**src/rtl/uart_pkg.sv**
```systemverilog
// Shared UART definitions: transmitter state encoding and link-wide default constants.
package uart_pkg;

  typedef enum logic [2:0] {
    IDLE   = 3'd0,
    START  = 3'd1,
    DATA   = 3'd2,
    PARITY = 3'd3,
    STOP   = 3'd4
  } tx_state_t;

  localparam int unsigned UART_OVERSAMPLE = 5;
  localparam int unsigned UART_DATA_BITS  = 8;

endpackage

```
**src/rtl/uart_bit_timer.sv**
```systemverilog
// Counts ENABLE ticks within one UART bit and flags the tick that ends the bit.
module uart_bit_timer #(
  parameter int unsigned OVERSAMPLE = 5
) (
  input  logic clk_i,
  input  logic rst_i,
  input  logic clr_i,
  input  logic en_i,
  output logic bit_end_c_o
);

  localparam int unsigned TICK_W = (OVERSAMPLE > 1) ? $clog2(OVERSAMPLE) : 1;
  localparam logic [TICK_W-1:0] TICK_LAST = TICK_W'(OVERSAMPLE - 1);

  logic [TICK_W-1:0] tick_d;
  logic [TICK_W-1:0] tick_q;

  always_comb begin
    tick_d = tick_q;
    if (clr_i) begin
      tick_d = '0;
    end else if (en_i) begin
      tick_d = (tick_q == TICK_LAST) ? '0 : tick_q + TICK_W'(1);
    end
  end

  always_ff @(posedge clk_i) begin
    if (rst_i) begin
      tick_q <= '0;
    end else begin
      tick_q <= tick_d;
    end
  end

  // Combinational so the FSM moves to the next bit on the same edge the last tick lands.
  assign bit_end_c_o = en_i & ~clr_i & (tick_q == TICK_LAST);

endmodule

```
**src/rtl/uart_tx.sv**
```systemverilog
// UART transmitter: start bit, LSB-first data, optional even parity, stop bit(s).
// Define UART_TX_PARITY_EN to insert the parity bit after the data bits.
module uart_tx
  import uart_pkg::*;
#(
  parameter int unsigned OVERSAMPLE = UART_OVERSAMPLE,
  parameter int unsigned DATA_BITS  = UART_DATA_BITS,
  parameter int unsigned STOP_BITS  = 1
) (
  input  logic                 clk,
  input  logic                 res,
  input  logic                 ENABLE,
  input  logic                 send,
  input  logic [DATA_BITS-1:0] word_transmitter,
  output logic                 TX,
  output logic                 busy,
  output logic                 priznak_end_transmitter
);

  localparam int unsigned BIT_W = $clog2(DATA_BITS + 1);
  localparam logic [BIT_W-1:0] DATA_LAST = BIT_W'(DATA_BITS - 1);
  localparam logic [BIT_W-1:0] STOP_LAST = BIT_W'(STOP_BITS - 1);

  tx_state_t            state_q;
  logic                 tx_q;
  logic                 busy_q;
  logic                 end_q;
  logic [DATA_BITS-1:0] shift_q;
  logic [BIT_W-1:0]     bit_cnt_q;
`ifdef UART_TX_PARITY_EN
  logic                 parity_q;
`endif
  logic                 bit_end_c;

  // Timer is held clear while idle so every frame starts from tick 0.
  uart_bit_timer #(
    .OVERSAMPLE (OVERSAMPLE)
  ) u_bit_timer (
    .clk_i       (clk),
    .rst_i       (res),
    .clr_i       (state_q == IDLE),
    .en_i        (ENABLE),
    .bit_end_c_o (bit_end_c)
  );

  always_ff @(posedge clk) begin
    if (res) begin
      state_q   <= IDLE;
      tx_q      <= 1'b1;
      busy_q    <= 1'b0;
      end_q     <= 1'b0;
      shift_q   <= '0;
      bit_cnt_q <= '0;
`ifdef UART_TX_PARITY_EN
      parity_q  <= 1'b0;
`endif
    end else begin
      end_q <= 1'b0;
      case (state_q)
        IDLE: begin
          tx_q <= 1'b1;
          if (send) begin
            shift_q   <= word_transmitter;
            bit_cnt_q <= '0;
            tx_q      <= 1'b0;
            busy_q    <= 1'b1;
            state_q   <= START;
`ifdef UART_TX_PARITY_EN
            parity_q  <= ^word_transmitter;
`endif
          end
        end
        START: begin
          if (bit_end_c) begin
            tx_q      <= shift_q[0];
            shift_q   <= shift_q >> 1;
            bit_cnt_q <= '0;
            state_q   <= DATA;
          end
        end
        DATA: begin
          if (bit_end_c) begin
            if (bit_cnt_q == DATA_LAST) begin
              bit_cnt_q <= '0;
`ifdef UART_TX_PARITY_EN
              tx_q      <= parity_q;
              state_q   <= PARITY;
`else
              tx_q      <= 1'b1;
              state_q   <= STOP;
`endif
            end else begin
              tx_q      <= shift_q[0];
              shift_q   <= shift_q >> 1;
              bit_cnt_q <= bit_cnt_q + BIT_W'(1);
            end
          end
        end
`ifdef UART_TX_PARITY_EN
        PARITY: begin
          if (bit_end_c) begin
            tx_q      <= 1'b1;
            bit_cnt_q <= '0;
            state_q   <= STOP;
          end
        end
`endif
        STOP: begin
          // bit_cnt_q counts completed stop bits here.
          if (bit_end_c) begin
            if (bit_cnt_q == STOP_LAST) begin
              bit_cnt_q <= '0;
              busy_q    <= 1'b0;
              end_q     <= 1'b1;
              state_q   <= IDLE;
            end else begin
              bit_cnt_q <= bit_cnt_q + BIT_W'(1);
            end
          end
        end
        default: begin
          tx_q    <= 1'b1;
          busy_q  <= 1'b0;
          state_q <= IDLE;
        end
      endcase
    end
  end

  assign TX                      = tx_q;
  assign busy                    = busy_q;
  assign priznak_end_transmitter = end_q;

endmodule

```
**config.mk**
```make
export PLATFORM = sky130hd
export DESIGN_NAME = uart_tx
export DESIGN_NICKNAME = d
export VERILOG_FILES = /design/src/rtl/uart_pkg.sv /design/src/rtl/uart_bit_timer.sv /design/src/rtl/uart_tx.sv
export SDC_FILE = /design/constraint.sdc
export NUM_CORES = 1
export LEC_CHECK = 0
export CAP_MARGIN = 30
export CELL_PAD_IN_SITES_DETAIL_PLACEMENT = 1
export CELL_PAD_IN_SITES_GLOBAL_PLACEMENT = 1
export CORE_MARGIN = 1
export CORE_UTILIZATION = 30
export DETAILED_ROUTE_END_ITERATION = 16
export PLACE_DENSITY_LB_ADDON = 0.12
export SLEW_MARGIN = 30
export SYNTH_ARGS = -nofsm -noshare
export SYNTH_HDL_FRONTEND = slang
export SYNTH_HIERARCHICAL = 1
export SYNTH_SLANG_ARGS = --single-unit
export TNS_END_PERCENT = 30
```
**constraint.sdc**
```tcl
create_clock -name clk -period 5.15 [get_ports clk]
set_input_delay 1.03 -clock clk [delete_from_list [all_inputs] [get_ports clk]]
set_output_delay 1.03 -clock clk [all_outputs]
set_load 0.03 [all_outputs]
```
**Word-level counts from Yosys, hierarchy flattened**

Index checks and enable logic that the tools add are counted.

- Register bits after elaboration: 21
- Latch bits: 0
- Memory bits (writable): 0
- Bits in read-only memories: 0
- Output and inout port bits: 3
- Memories kept: 0

- $add $sub $neg: 2
- $mul: 0
- Div/mod/pow operators: 0
- $lt $le $gt $ge: 0
- Equal/unequal tests: 12
- Shifts and indexed selects: 0
- Mux-type cells: 30
- Bitwise gates (word level): 6
- Reductions and logical operators: 12

Operators with widths:

| operator | count |
|---|---|
| $mux W8 | 4 |
| $mux W4 | 6 |
| $pmux W8 S3 | 1 |
| $mux W3 | 7 |
| $pmux W4 S4 | 1 |
| $ne A2 B2 Y1 const B | 7 |
| $pmux W3 S4 | 1 |
| $reduce_and A5 Y1 | 2 |
| $mux W1 | 8 |
| $eq A3 B3 Y1 const B | 2 |
| $reduce_and A6 Y1 | 1 |
| $add A4 B1 Y4 const B | 1 |
| $eq A4 B3 Y1 const B | 1 |
| $logic_not A4 Y1 | 1 |
| $not A1 Y1 | 4 |
| $pmux W1 S4 | 1 |
| $reduce_and A4 Y1 | 1 |
| $reduce_bool A4 Y1 | 1 |
| $reduce_or A2 Y1 | 2 |
| $add A3 B1 Y3 const B | 1 |
| $eq A3 B1 Y1 const B | 1 |
| $eq A3 B2 Y1 const B | 1 |
| $logic_not A3 Y1 | 1 |
| $pmux W1 S3 | 1 |
| 4 further kinds | 5 |

**Longest topological paths before layout**

Gate-level depths: netlist of the first run.

- Word-level depth: 6
- Mapped depth: 10
- Depth with buffers taken out: 7

**By module**

The synthesis of the first run kept the hierarchy.

By module, submodules not included:

| module | times used | cells an instance | area each (um^2) | seq. area each (um^2) |
|---|---|---|---|---|
| uart_tx | 1 | 113 | 1023.5 | 360.3 |
| uart_bit_timer | 1 | 17 | 167.7 | 60.1 |

**Least setup slack after synthesis of the first run**

OpenSTA, ideal clock, no wires.

- Path type: input port to flip-flop
- Start: in ENABLE
- End: reg shift_q[3]
- Library setup time: 0.121 ns
- Arrival time: 2.333 ns
- Required time: 5.029 ns
- Slack: 2.696 ns
- Cell stages on the path: 7
- Buffers on the path: 2
- Cell sequence: and4b_2 -> buf_2 -> and4bb_2 -> a311o_2 -> buf_2 -> o21ai_0 -> a21oi_1

- Cells in the longest elaborated chain, start to end: 4

Ends and longest elaborated chain:

| item | RTL line | source |
|---|---|---|
| start, declared | uart_tx.sv:12 | `input logic ENABLE,` |
| $and A1 B1 Y1 (*) (2 in series) | uart_bit_timer.sv:36 | `assign bit_end_c_o = en_i & ~clr_i & (tick_q == TICK_LAST);` |
| $ne A2 B2 Y1 (no line) | - |  |
| $reduce_and A5 Y1 (no line) (*) | - |  |
| end signal, assigned | uart_tx.sv:63 | `shift_q <= word_transmitter;` |
| end signal, assigned | uart_tx.sv:76 | `shift_q <= shift_q >> 1;` |
| end signal, assigned | uart_tx.sv:94 | `shift_q <= shift_q >> 1;` |
| end, declared | uart_tx.sv:28 | `logic [DATA_BITS-1:0] shift_q;` |

Every way passes the cells marked *; elsewhere a longest branch is shown, timed or not.
A chain may end at the register's enable or synchronous reset.

**Worst setup path after layout of the first run**

- Start: in ENABLE
- End: reg bit_cnt_q[0]

- Cells in the longest elaborated chain, start to end: 4

Ends and longest elaborated chain:

| item | RTL line | source |
|---|---|---|
| $and A1 B1 Y1 (*) (2 in series) | uart_bit_timer.sv:36 |  |
| net bit_end_c | uart_tx.sv:33 | `logic bit_end_c;` |
| $ne A2 B2 Y1 (no line) | - |  |
| $reduce_and A5 Y1 (no line) (*) | - |  |
| end signal, assigned | uart_tx.sv:95 | `bit_cnt_q <= bit_cnt_q + BIT_W'(1);` |
| end signal, assigned | uart_tx.sv:117 | `bit_cnt_q <= bit_cnt_q + BIT_W'(1);` |
| end, declared | uart_tx.sv:29 | `logic [BIT_W-1:0] bit_cnt_q;` |

The timed path passes the listed nets; every way through them passes the cells marked *.

==> impl_metrics.xml, run 1 <==
<?xml version="1.0" encoding="UTF-8"?>
<metrics>
  <group name="timing">
    <metric name="finalCritPeriodShare" unit="%">55.5</metric>
    <metric name="slew_headroom" unit="%">45.5</metric>
    <metric name="final_max_slew_viols" unit="">0</metric>
    <metric name="clock.fmax" unit="MHz">350</metric>
    <metric name="tightest_slew" unit="ns">0.815</metric>
    <metric name="timing.setup.tns" unit="ns">0</metric>
    <metric name="timing.final.setup_violations" unit="">0</metric>
    <metric name="grt_setup_unrepaired" unit="">false</metric>
    <metric name="layout_min_cycle_time" unit="ns">2.86</metric>
    <metric name="finalHoldViolations" unit="">0</metric>
    <metric name="fin_skew" unit="ns">0.00715</metric>
  </group>
  <group name="die">
    <metric name="dieArea" unit="sq um">4230</metric>
    <metric name="die_h" unit="um">65.0</metric>
    <metric name="pin_count" unit="">15</metric>
    <metric name="fp.coreArea" unit="sq um">3740</metric>
    <metric name="floorplan.rows" unit="">22</metric>
    <metric name="effective_utilization_at_floorplan" unit="%">31.8</metric>
    <metric name="die_w" unit="um">65.0</metric>
  </group>
  <group name="clocking">
    <metric name="clock_tree.buffer_depth" unit="">2</metric>
    <metric name="tritoncts" unit="">yes</metric>
    <metric name="number_of_sinks_handled_by_clock_tree_synthesis" unit="">21</metric>
    <metric name="cts.root.buffer_cell" unit="">sky130_fd_sc_hd__clkbuf_8</metric>
    <metric name="clock_buffer_count_from_cts" unit="">3</metric>
    <metric name="worstSkewPairLatency" unit="ns">0.26</metric>
    <metric name="htree_levels" unit="">1</metric>
    <metric name="cts.repair_timing.setup_buffer_count" unit="">0</metric>
    <metric name="ctsResizeCount" unit="">0</metric>
    <metric name="count_of_hold_buffers_inserted_by_post_cts_repair" unit="">0</metric>
    <metric name="path_clk_slew" unit="ns">0.08</metric>
  </group>
  <group name="route">
    <metric name="post-route-drc-count" unit="">0</metric>
    <metric name="drt-total-wl" unit="um">2730</metric>
    <metric name="drt-pass1-iter-count" unit="">4</metric>
    <metric name="num_vias" unit="">999</metric>
    <metric name="ant_nets" unit="">0</metric>
    <metric name="routedWlPerCell" unit="um">14.6</metric>
    <metric name="iter_0_drt_violations" unit="">56</metric>
    <metric name="drt-vias-per-instance" unit="">5.34</metric>
  </group>
  <group name="power">
    <metric name="p_int" unit="mW">0.247</metric>
    <metric name="largest_voltage_drop_on_the_vdd_net" unit="mV">0.0953</metric>
    <metric name="p_per_area" unit="nW/um^2">238</metric>
    <metric name="p_sw_share" unit="%">25.3</metric>
    <metric name="clockPowerShare" unit="%">33.4</metric>
    <metric name="netSwitchingPower" unit="mW">0.0838</metric>
    <metric name="share_comb_of_total_power" unit="%">13.5</metric>
    <metric name="share_seq_of_total_power" unit="%">53.1</metric>
    <metric name="fin_total_pwr" unit="mW">0.331</metric>
    <metric name="leakage" unit="nW">0.467</metric>
  </group>
  <group name="logic_synthesis">
    <metric name="post_synth_cell_types" unit="">43</metric>
    <metric name="synth-async-reset-ratio" unit="%">0</metric>
    <metric name="yosysTopAreaCellShare" unit="%">35.3</metric>
    <metric name="synth_flop_cell" unit="">sky130_fd_sc_hd__dfxtp_1</metric>
    <metric name="synth_fa_ha_area_share" unit="%">4.20</metric>
    <metric name="muxShareOfSynthArea" unit="%">8.51</metric>
    <metric name="syn-num-nets" unit="">146</metric>
    <metric name="synth.largest_area_cell" unit="">sky130_fd_sc_hd__dfxtp_1</metric>
    <metric name="postSynthRegisterBits" unit="">21</metric>
    <metric name="synth.cell_area" unit="sq um">1190</metric>
    <metric name="synth_sequential_area_ratio" unit="%">35.3</metric>
    <metric name="post_synth.cell_area_avg" unit="sq um">9.16</metric>
    <metric name="synth_edf_count" unit="">0</metric>
    <metric name="ys.warnings.count" unit="">6</metric>
    <metric name="synthXorXnorAreaFrac" unit="%">0.735</metric>
    <metric name="synthTopCellsByArea" unit="">sky130_fd_sc_hd__dfxtp_1 (35%), sky130_fd_sc_hd__mux2i_1 (7.6%), sky130_fd_sc_hd__a211oi_1 (5.0%)</metric>
    <metric name="share_of_synthesized_cell_area_in_and_or_nand_and_nor_gates" unit="%">26.1</metric>
    <metric name="synth-compound-area-share" unit="%">19.4</metric>
    <metric name="syn-instance-count" unit="">130</metric>
    <metric name="synth_top_family_by_area" unit="">simple AND/OR/NAND/NOR gates</metric>
  </group>
  <group name="worst_setup_path">
    <metric name="startpoint" unit="">ENABLE</metric>
    <metric name="worst-setup-path-type" unit="">input pin to flip-flop</metric>
    <metric name="worst-endpoint-arrival" unit="ns">3.03</metric>
    <metric name="worstReg2RegStart" unit="">state_q[0]$_SDFFE_PP0P_</metric>
    <metric name="r2r.worst_path.cells" unit="">6</metric>
    <metric name="critPathCapture" unit="">bit_cnt_q[0]$_SDFFE_PP0P_</metric>
    <metric name="critical_path_required_time" unit="ns">5.32</metric>
    <metric name="startpoint_type_of_the_worst_setup_path" unit="">input pin</metric>
    <metric name="endpoint_kind" unit="">flip-flop</metric>
    <metric name="regToRegSetupSlack" unit="ns">2.57</metric>
    <metric name="cp_max_fo" unit="">10</metric>
    <metric name="timing.rr.end" unit="">bit_cnt_q[0]$_SDFFE_PP0P_</metric>
  </group>
  <group name="grt">
    <metric name="grt_max_degree" unit="">21</metric>
    <metric name="grt_use_total" unit="%">14.8</metric>
    <metric name="grt_pass1_wl" unit="um">4760</metric>
    <metric name="grt_antenna_before_repair" unit="">0</metric>
    <metric name="via_count_of_the_first_global_routing_pass" unit="">1032</metric>
    <metric name="grt_overflow" unit="">0</metric>
  </group>
  <group name="job">
    <metric name="drv.max_cap_violation_count" unit="">0</metric>
  </group>
  <group name="finish">
    <metric name="count_of_filler_cells_inserted_in_the_layout" unit="">457</metric>
    <metric name="drive_gt1_share" unit="%">11.5</metric>
    <metric name="ff_latch_area" unit="sq um">420</metric>
    <metric name="num-nets-final" unit="">156</metric>
    <metric name="syn2layout_area_growth" unit="%">16.7</metric>
    <metric name="final_util" unit="%">37.1</metric>
    <metric name="multiInputGateArea" unit="sq um">702</metric>
    <metric name="antenna_cells" unit="">0</metric>
  </group>
  <group name="min_path">
    <metric name="worst_hold_path_type" unit="">flip-flop to flip-flop</metric>
    <metric name="hold_depth" unit="">2</metric>
  </group>
  <group name="placement">
    <metric name="detailedPlacementHpwl" unit="um">1930</metric>
    <metric name="port_buffers" unit="">14</metric>
    <metric name="gp_routability_congestion" unit="">0.698</metric>
  </group>
  <group name="run_status">
    <metric name="status" unit="">finished clean</metric>
  </group>
</metrics>
## synthesized netlist by cell type (all sizes together) (2+ instances only)
cell	instances
nor2	10
nor4	2
inv	6
buf	6
nor3	4
and3b	2
nor2b	2
nor4b	2
nand2	6
mux2i	9
nand3	2
a211oi	9
a21oi	9
a31oi	2
o21ai	4
clkbuf	3
nand2b	2
dfxtp	21
and4bb	2
nand3b	6
ha	4
## area by class of cell
cell class | count | area share, %
multi-input cells | 94 | 50.5
well taps | 48 | 4.32
clock buffers | 4 | 3.24
flip-flops and latches | 21 | 30.2
inverters | 6 | 1.62
repair buffers | 14 | 10.1
## how the worst min path moves through the flow
| stage | startpoint | end |
|---|---|---|
| floorplan | shift_q[7]$_SDFFE_PP0P_ | shift_q[7]$_SDFFE_PP0P_ |
| global placement | shift_q[7]$_SDFFE_PP0P_ | shift_q[7]$_SDFFE_PP0P_ |
| detailed placement | shift_q[7]$_SDFFE_PP0P_ | shift_q[7]$_SDFFE_PP0P_ |
| CTS | shift_q[7]$_SDFFE_PP0P_ | shift_q[7]$_SDFFE_PP0P_ |
| global route | shift_q[7]$_SDFFE_PP0P_ | shift_q[7]$_SDFFE_PP0P_ |
| finish | shift_q[7]$_SDFFE_PP0P_ | shift_q[7]$_SDFFE_PP0P_ |
## layer usage
layer / vias up / global-route usage, % / routed length (um)
met4: 0 / 7.34 / 49
met3: 5 / 2.64 / 82
met2: 16 / 25.9 / 1380
li1: 497 / - / -
met5: - / 0 / 0
met1: 481 / 17.2 / 1210
## cells in the final DEF (no fill, tap or decap), drive strengths merged, types with 2 or more instances in the layout
master | Yosys | layout
a211oi | 9 | 9
a21oi | 9 | 9
a31oi | 2 | 2
and3b | 2 | 2
and4bb | 2 | 2
clkbuf | 3 | 4
clkdlybuf4s50 | 0 | 14
dfxtp | 21 | 21
ha | 4 | 4
inv | 6 | 6
mux2i | 9 | 9
nand2 | 6 | 6
nand2b | 2 | 2
nand3 | 2 | 2
nand3b | 6 | 6
nor2 | 10 | 10
nor2b | 2 | 2
nor3 | 4 | 4
nor4 | 2 | 2
nor4b | 2 | 2
o21ai | 4 | 4
## state kept, by name, indices dropped and copies added, names as in the netlist
| register | flops |
|---|---|
| TX | 1 |
| bit_cnt_q | 4 |
| busy | 1 |
| priznak_end_transmitter | 1 |
| shift_q | 8 |
| state_q | 3 |
| u_bit_timer/tick_q | 3 |
## power groups by stage
stage          sequential (mW)  combinational, mW  clock, mW
4_1_cts                  0.176             0.0457      0.115
3_3_place_gp             0.179             0.0440          0
6_report                 0.176             0.0447      0.111
2_1_floorplan            0.179             0.0294          0
3_5_place_dp             0.180             0.0454          0
5_1_grt                  0.177             0.0496      0.123
## worst max-delay path, stage by stage
cell and delay [ns]:
sky130_fd_sc_hd__clkdlybuf4s50_1 0.50, sky130_fd_sc_hd__and4b_2 0.36, sky130_fd_sc_hd__mux2_2 0.30, sky130_fd_sc_hd__a211oi_2 0.47, sky130_fd_sc_hd__nor4b_1 0.11, sky130_fd_sc_hd__a31o_2 0.24
## metrics by stage
stage	cell area (sq um)	setup slack, ns	std cells	hold slack, ns
2_1_floorplan	1190	2.70	130	0.445
3_3_place_gp	1350	2.09	183	0.456
3_5_place_dp	1350	2.00	183	0.470
4_1_cts	1390	2.30	187	0.481
5_1_grt	1390	2.19	187	0.522
6_report	1390	2.29	187	0.479
## kinds of logic after synthesis
group,count (synthesis)
compound gates,31
xor+xnor,1
fa+ha+maj,4
buf+inv,15
flops,21
mux,10
simple gates,48
Power figures use the tool's default switching activity.
==> run 2, diff against run 1 <==
clock period = 2.75 ns   (was 5.15 ns; I/O delays follow)
==> run 2 against run 1 <==
Cell count rose by 2.1%. Hold slack better by 0.0037 ns. Critical path depth stayed put. Non-clock buffer count increased by 4. Critical endpoint unchanged. Global-route usage about the same. First-iteration DRC count is 43% lower. Count of clock-buffer cells in the layout did not move. Routed wire length decreased by 0.40%. Largest power group unchanged. Total power up 87%. Clock skew is 0.0024 ns lower. Via count is 0.40% lower. Sequential power up 84%.
==> impl_metrics.xml, run 2 (synthesized netlist as in run 1, its figures left out) <==
<?xml version="1.0" encoding="UTF-8"?>
<metrics>
  <group name="run_status">
    <metric name="status" unit="">finished clean</metric>
  </group>
  <group name="grt">
    <metric name="grt_pass1_wl" unit="um">4890</metric>
    <metric name="grt_max_degree" unit="">19</metric>
    <metric name="grt_use_total" unit="%">14.8</metric>
    <metric name="grt_overflow" unit="">0</metric>
    <metric name="via_count_of_the_first_global_routing_pass" unit="">1054</metric>
    <metric name="grt_antenna_before_repair" unit="">0</metric>
  </group>
  <group name="timing">
    <metric name="tightest_slew" unit="ns">0.689</metric>
    <metric name="finalCritPeriodShare" unit="%">86.8</metric>
    <metric name="timing.setup.tns" unit="ns">0</metric>
    <metric name="timing.final.setup_violations" unit="">0</metric>
    <metric name="slew_headroom" unit="%">53.9</metric>
    <metric name="postLayoutSetupSlackWorst" unit="ns">0.362</metric>
    <metric name="grt_setup_unrepaired" unit="">false</metric>
    <metric name="finalHoldViolations" unit="">0</metric>
    <metric name="clock.fmax" unit="MHz">419</metric>
    <metric name="hold-worst-slack" unit="ns">0.482</metric>
    <metric name="fin_skew" unit="ns">0.00477</metric>
    <metric name="layout_min_cycle_time" unit="ns">2.39</metric>
    <metric name="final_max_slew_viols" unit="">0</metric>
  </group>
  <group name="die">
    <metric name="dieArea" unit="sq um">4230</metric>
    <metric name="effective_utilization_at_floorplan" unit="%">31.8</metric>
    <metric name="pin_count" unit="">15</metric>
    <metric name="floorplan.rows" unit="">22</metric>
    <metric name="die_w" unit="um">65.0</metric>
    <metric name="fp.coreArea" unit="sq um">3740</metric>
    <metric name="die_h" unit="um">65.0</metric>
  </group>
  <group name="route">
    <metric name="route.met3.wl" unit="um">95</metric>
    <metric name="m1WireLength" unit="um">1290</metric>
    <metric name="routedWlPerCell" unit="um">14.2</metric>
    <metric name="iter_0_drt_violations" unit="">32</metric>
    <metric name="drt-pass1-iter-count" unit="">2</metric>
    <metric name="met2_length" unit="um">1310</metric>
    <metric name="ant_nets" unit="">0</metric>
    <metric name="maxUsedRoutingLayer" unit="">met4</metric>
    <metric name="drt-total-wl" unit="um">2720</metric>
    <metric name="drt-vias-per-instance" unit="">5.21</metric>
    <metric name="num_vias" unit="">995</metric>
    <metric name="post-route-drc-count" unit="">0</metric>
  </group>
  <group name="worst_setup_path">
    <metric name="endpoint_kind" unit="">flip-flop</metric>
    <metric name="critical_path_required_time" unit="ns">2.91</metric>
    <metric name="worstReg2RegStart" unit="">state_q[2]$_SDFFE_PP0P_</metric>
    <metric name="worst-endpoint-arrival" unit="ns">2.55</metric>
    <metric name="cp_max_fo" unit="">10</metric>
    <metric name="r2r.worst_path.cells" unit="">6</metric>
    <metric name="startpoint_type_of_the_worst_setup_path" unit="">input pin</metric>
    <metric name="worst-setup-path-type" unit="">input pin to flip-flop</metric>
    <metric name="startpoint" unit="">ENABLE</metric>
  </group>
  <group name="power">
    <metric name="leakage" unit="nW">0.488</metric>
    <metric name="clockPowerShare" unit="%">32.8</metric>
    <metric name="largest_voltage_drop_on_the_vdd_net" unit="mV">0.194</metric>
    <metric name="share_seq_of_total_power" unit="%">52.4</metric>
    <metric name="fin_total_pwr" unit="mW">0.620</metric>
    <metric name="share_comb_of_total_power" unit="%">14.8</metric>
    <metric name="netSwitchingPower" unit="mW">0.154</metric>
    <metric name="p_per_area" unit="nW/um^2">436</metric>
    <metric name="p_sw_share" unit="%">24.9</metric>
    <metric name="p_int" unit="mW">0.465</metric>
  </group>
  <group name="clocking">
    <metric name="tritoncts" unit="">yes</metric>
    <metric name="worstSkewPairLatency" unit="ns">0.26</metric>
    <metric name="clock_tree.buffer_depth" unit="">2</metric>
    <metric name="ctsResizeCount" unit="">0</metric>
    <metric name="clock_buffer_count_from_cts" unit="">3</metric>
    <metric name="cts.repair_timing.setup_buffer_count" unit="">0</metric>
    <metric name="count_of_hold_buffers_inserted_by_post_cts_repair" unit="">0</metric>
    <metric name="path_clk_slew" unit="ns">0.08</metric>
    <metric name="number_of_sinks_handled_by_clock_tree_synthesis" unit="">21</metric>
    <metric name="cts.root.buffer_cell" unit="">sky130_fd_sc_hd__clkbuf_8</metric>
    <metric name="htree_levels" unit="">1</metric>
  </group>
  <group name="placement">
    <metric name="place_inst" unit="">187</metric>
    <metric name="dpl-instance-area" unit="sq um">1380</metric>
    <metric name="dp_worst_setup_slack" unit="ns">0.0879</metric>
    <metric name="port_buffers" unit="">14</metric>
    <metric name="detailedPlacementHpwl" unit="um">2050</metric>
    <metric name="gp_routability_congestion" unit="">0.696</metric>
  </group>
  <group name="finish">
    <metric name="number_of_flip_flops_in_the_largest_register" unit="">8</metric>
    <metric name="syn2layout_area_growth" unit="%">19.2</metric>
    <metric name="antenna_cells" unit="">0</metric>
    <metric name="num-nets-final" unit="">160</metric>
    <metric name="commonest_non_fill_non_tap_cells_in_the_layout" unit="">sky130_fd_sc_hd__dfxtp_1 (21), sky130_fd_sc_hd__clkdlybuf4s50_1 (14), sky130_fd_sc_hd__nor2_1 (9), sky130_fd_sc_hd__mux2i_1 (9), sky130_fd_sc_hd__a21oi_1 (9)</metric>
    <metric name="layout.cells.non_filler" unit="">191</metric>
    <metric name="count_of_filler_cells_inserted_in_the_layout" unit="">458</metric>
    <metric name="mostFrequentLayoutCell" unit="">sky130_fd_sc_hd__dfxtp_1</metric>
    <metric name="drive_gt1_share" unit="%">14.0</metric>
    <metric name="stdcell_area" unit="sq um">1420</metric>
    <metric name="largest_register" unit="">shift_q</metric>
    <metric name="final_util" unit="%">37.9</metric>
    <metric name="biggestRegsByFlops" unit="">shift_q: 8 flops, bit_cnt_q: 4 flops</metric>
  </group>
  <group name="min_path">
    <metric name="hold_depth" unit="">2</metric>
    <metric name="worst_min_path_start" unit="">shift_q[7]$_SDFFE_PP0P_</metric>
    <metric name="worst_hold_path_type" unit="">flip-flop to flip-flop</metric>
  </group>
  <group name="job">
    <metric name="drv.max_cap_violation_count" unit="">0</metric>
  </group>
</metrics>
run 2: cell types whose count changed in the layout (fill, tap and decap cells not counted), sizes merged:
cell,delta
buf,+4
run 2: power groups by stage:
stage / Sequential (mW) / Combinational [mW] / Clock, mW
6_report: 0.324 / 0.0919 / 0.203
4_1_cts: 0.325 / 0.0935 / 0.210
3_5_place_dp: 0.332 / 0.0932 / 0
3_3_place_gp: 0.331 / 0.0901 / 0
5_1_grt: 0.327 / 0.102 / 0.225
2_1_floorplan: 0.335 / 0.0551 / 0
run 2: layout make-up:
cell class | instances | area (sq um) | area share [%]
Clock buffer | 4 | 45.0 | 3.17
Inverter | 6 | 22.5 | 1.59
Multi-Input combinational cell | 94 | 702 | 49.4
Sequential cell | 21 | 420 | 29.6
Tap cell | 48 | 60.1 | 4.23
Timing Repair Buffer | 18 | 170 | 12.0
run 2: worst paths after layout:
path | endpoint | slack, ns
min | shift_q[7]$_SDFFE_PP0P_ | 0.48
max reg2reg | bit_cnt_q[0]$_SDFFE_PP0P_ | 0.40
min reg2reg | shift_q[7]$_SDFFE_PP0P_ | 0.48
max | bit_cnt_q[0]$_SDFFE_PP0P_ | 0.36
run 2: worst max-delay path, stage by stage:
cell and delay, ns:
sky130_fd_sc_hd__clkdlybuf4s50_1 0.50, sky130_fd_sc_hd__and4b_2 0.37, sky130_fd_sc_hd__mux2_2 0.30, sky130_fd_sc_hd__a211oi_2 0.49, sky130_fd_sc_hd__nor4b_1 0.10, sky130_fd_sc_hd__a31o_2 0.23
run 2: routing by layer:
metal	GRT usage, %	vias to the layer above
met3	3.87	2
met1	18.3	473
met5	0	-
met4	3.53	0
li1	-	507
met2	25.5	13
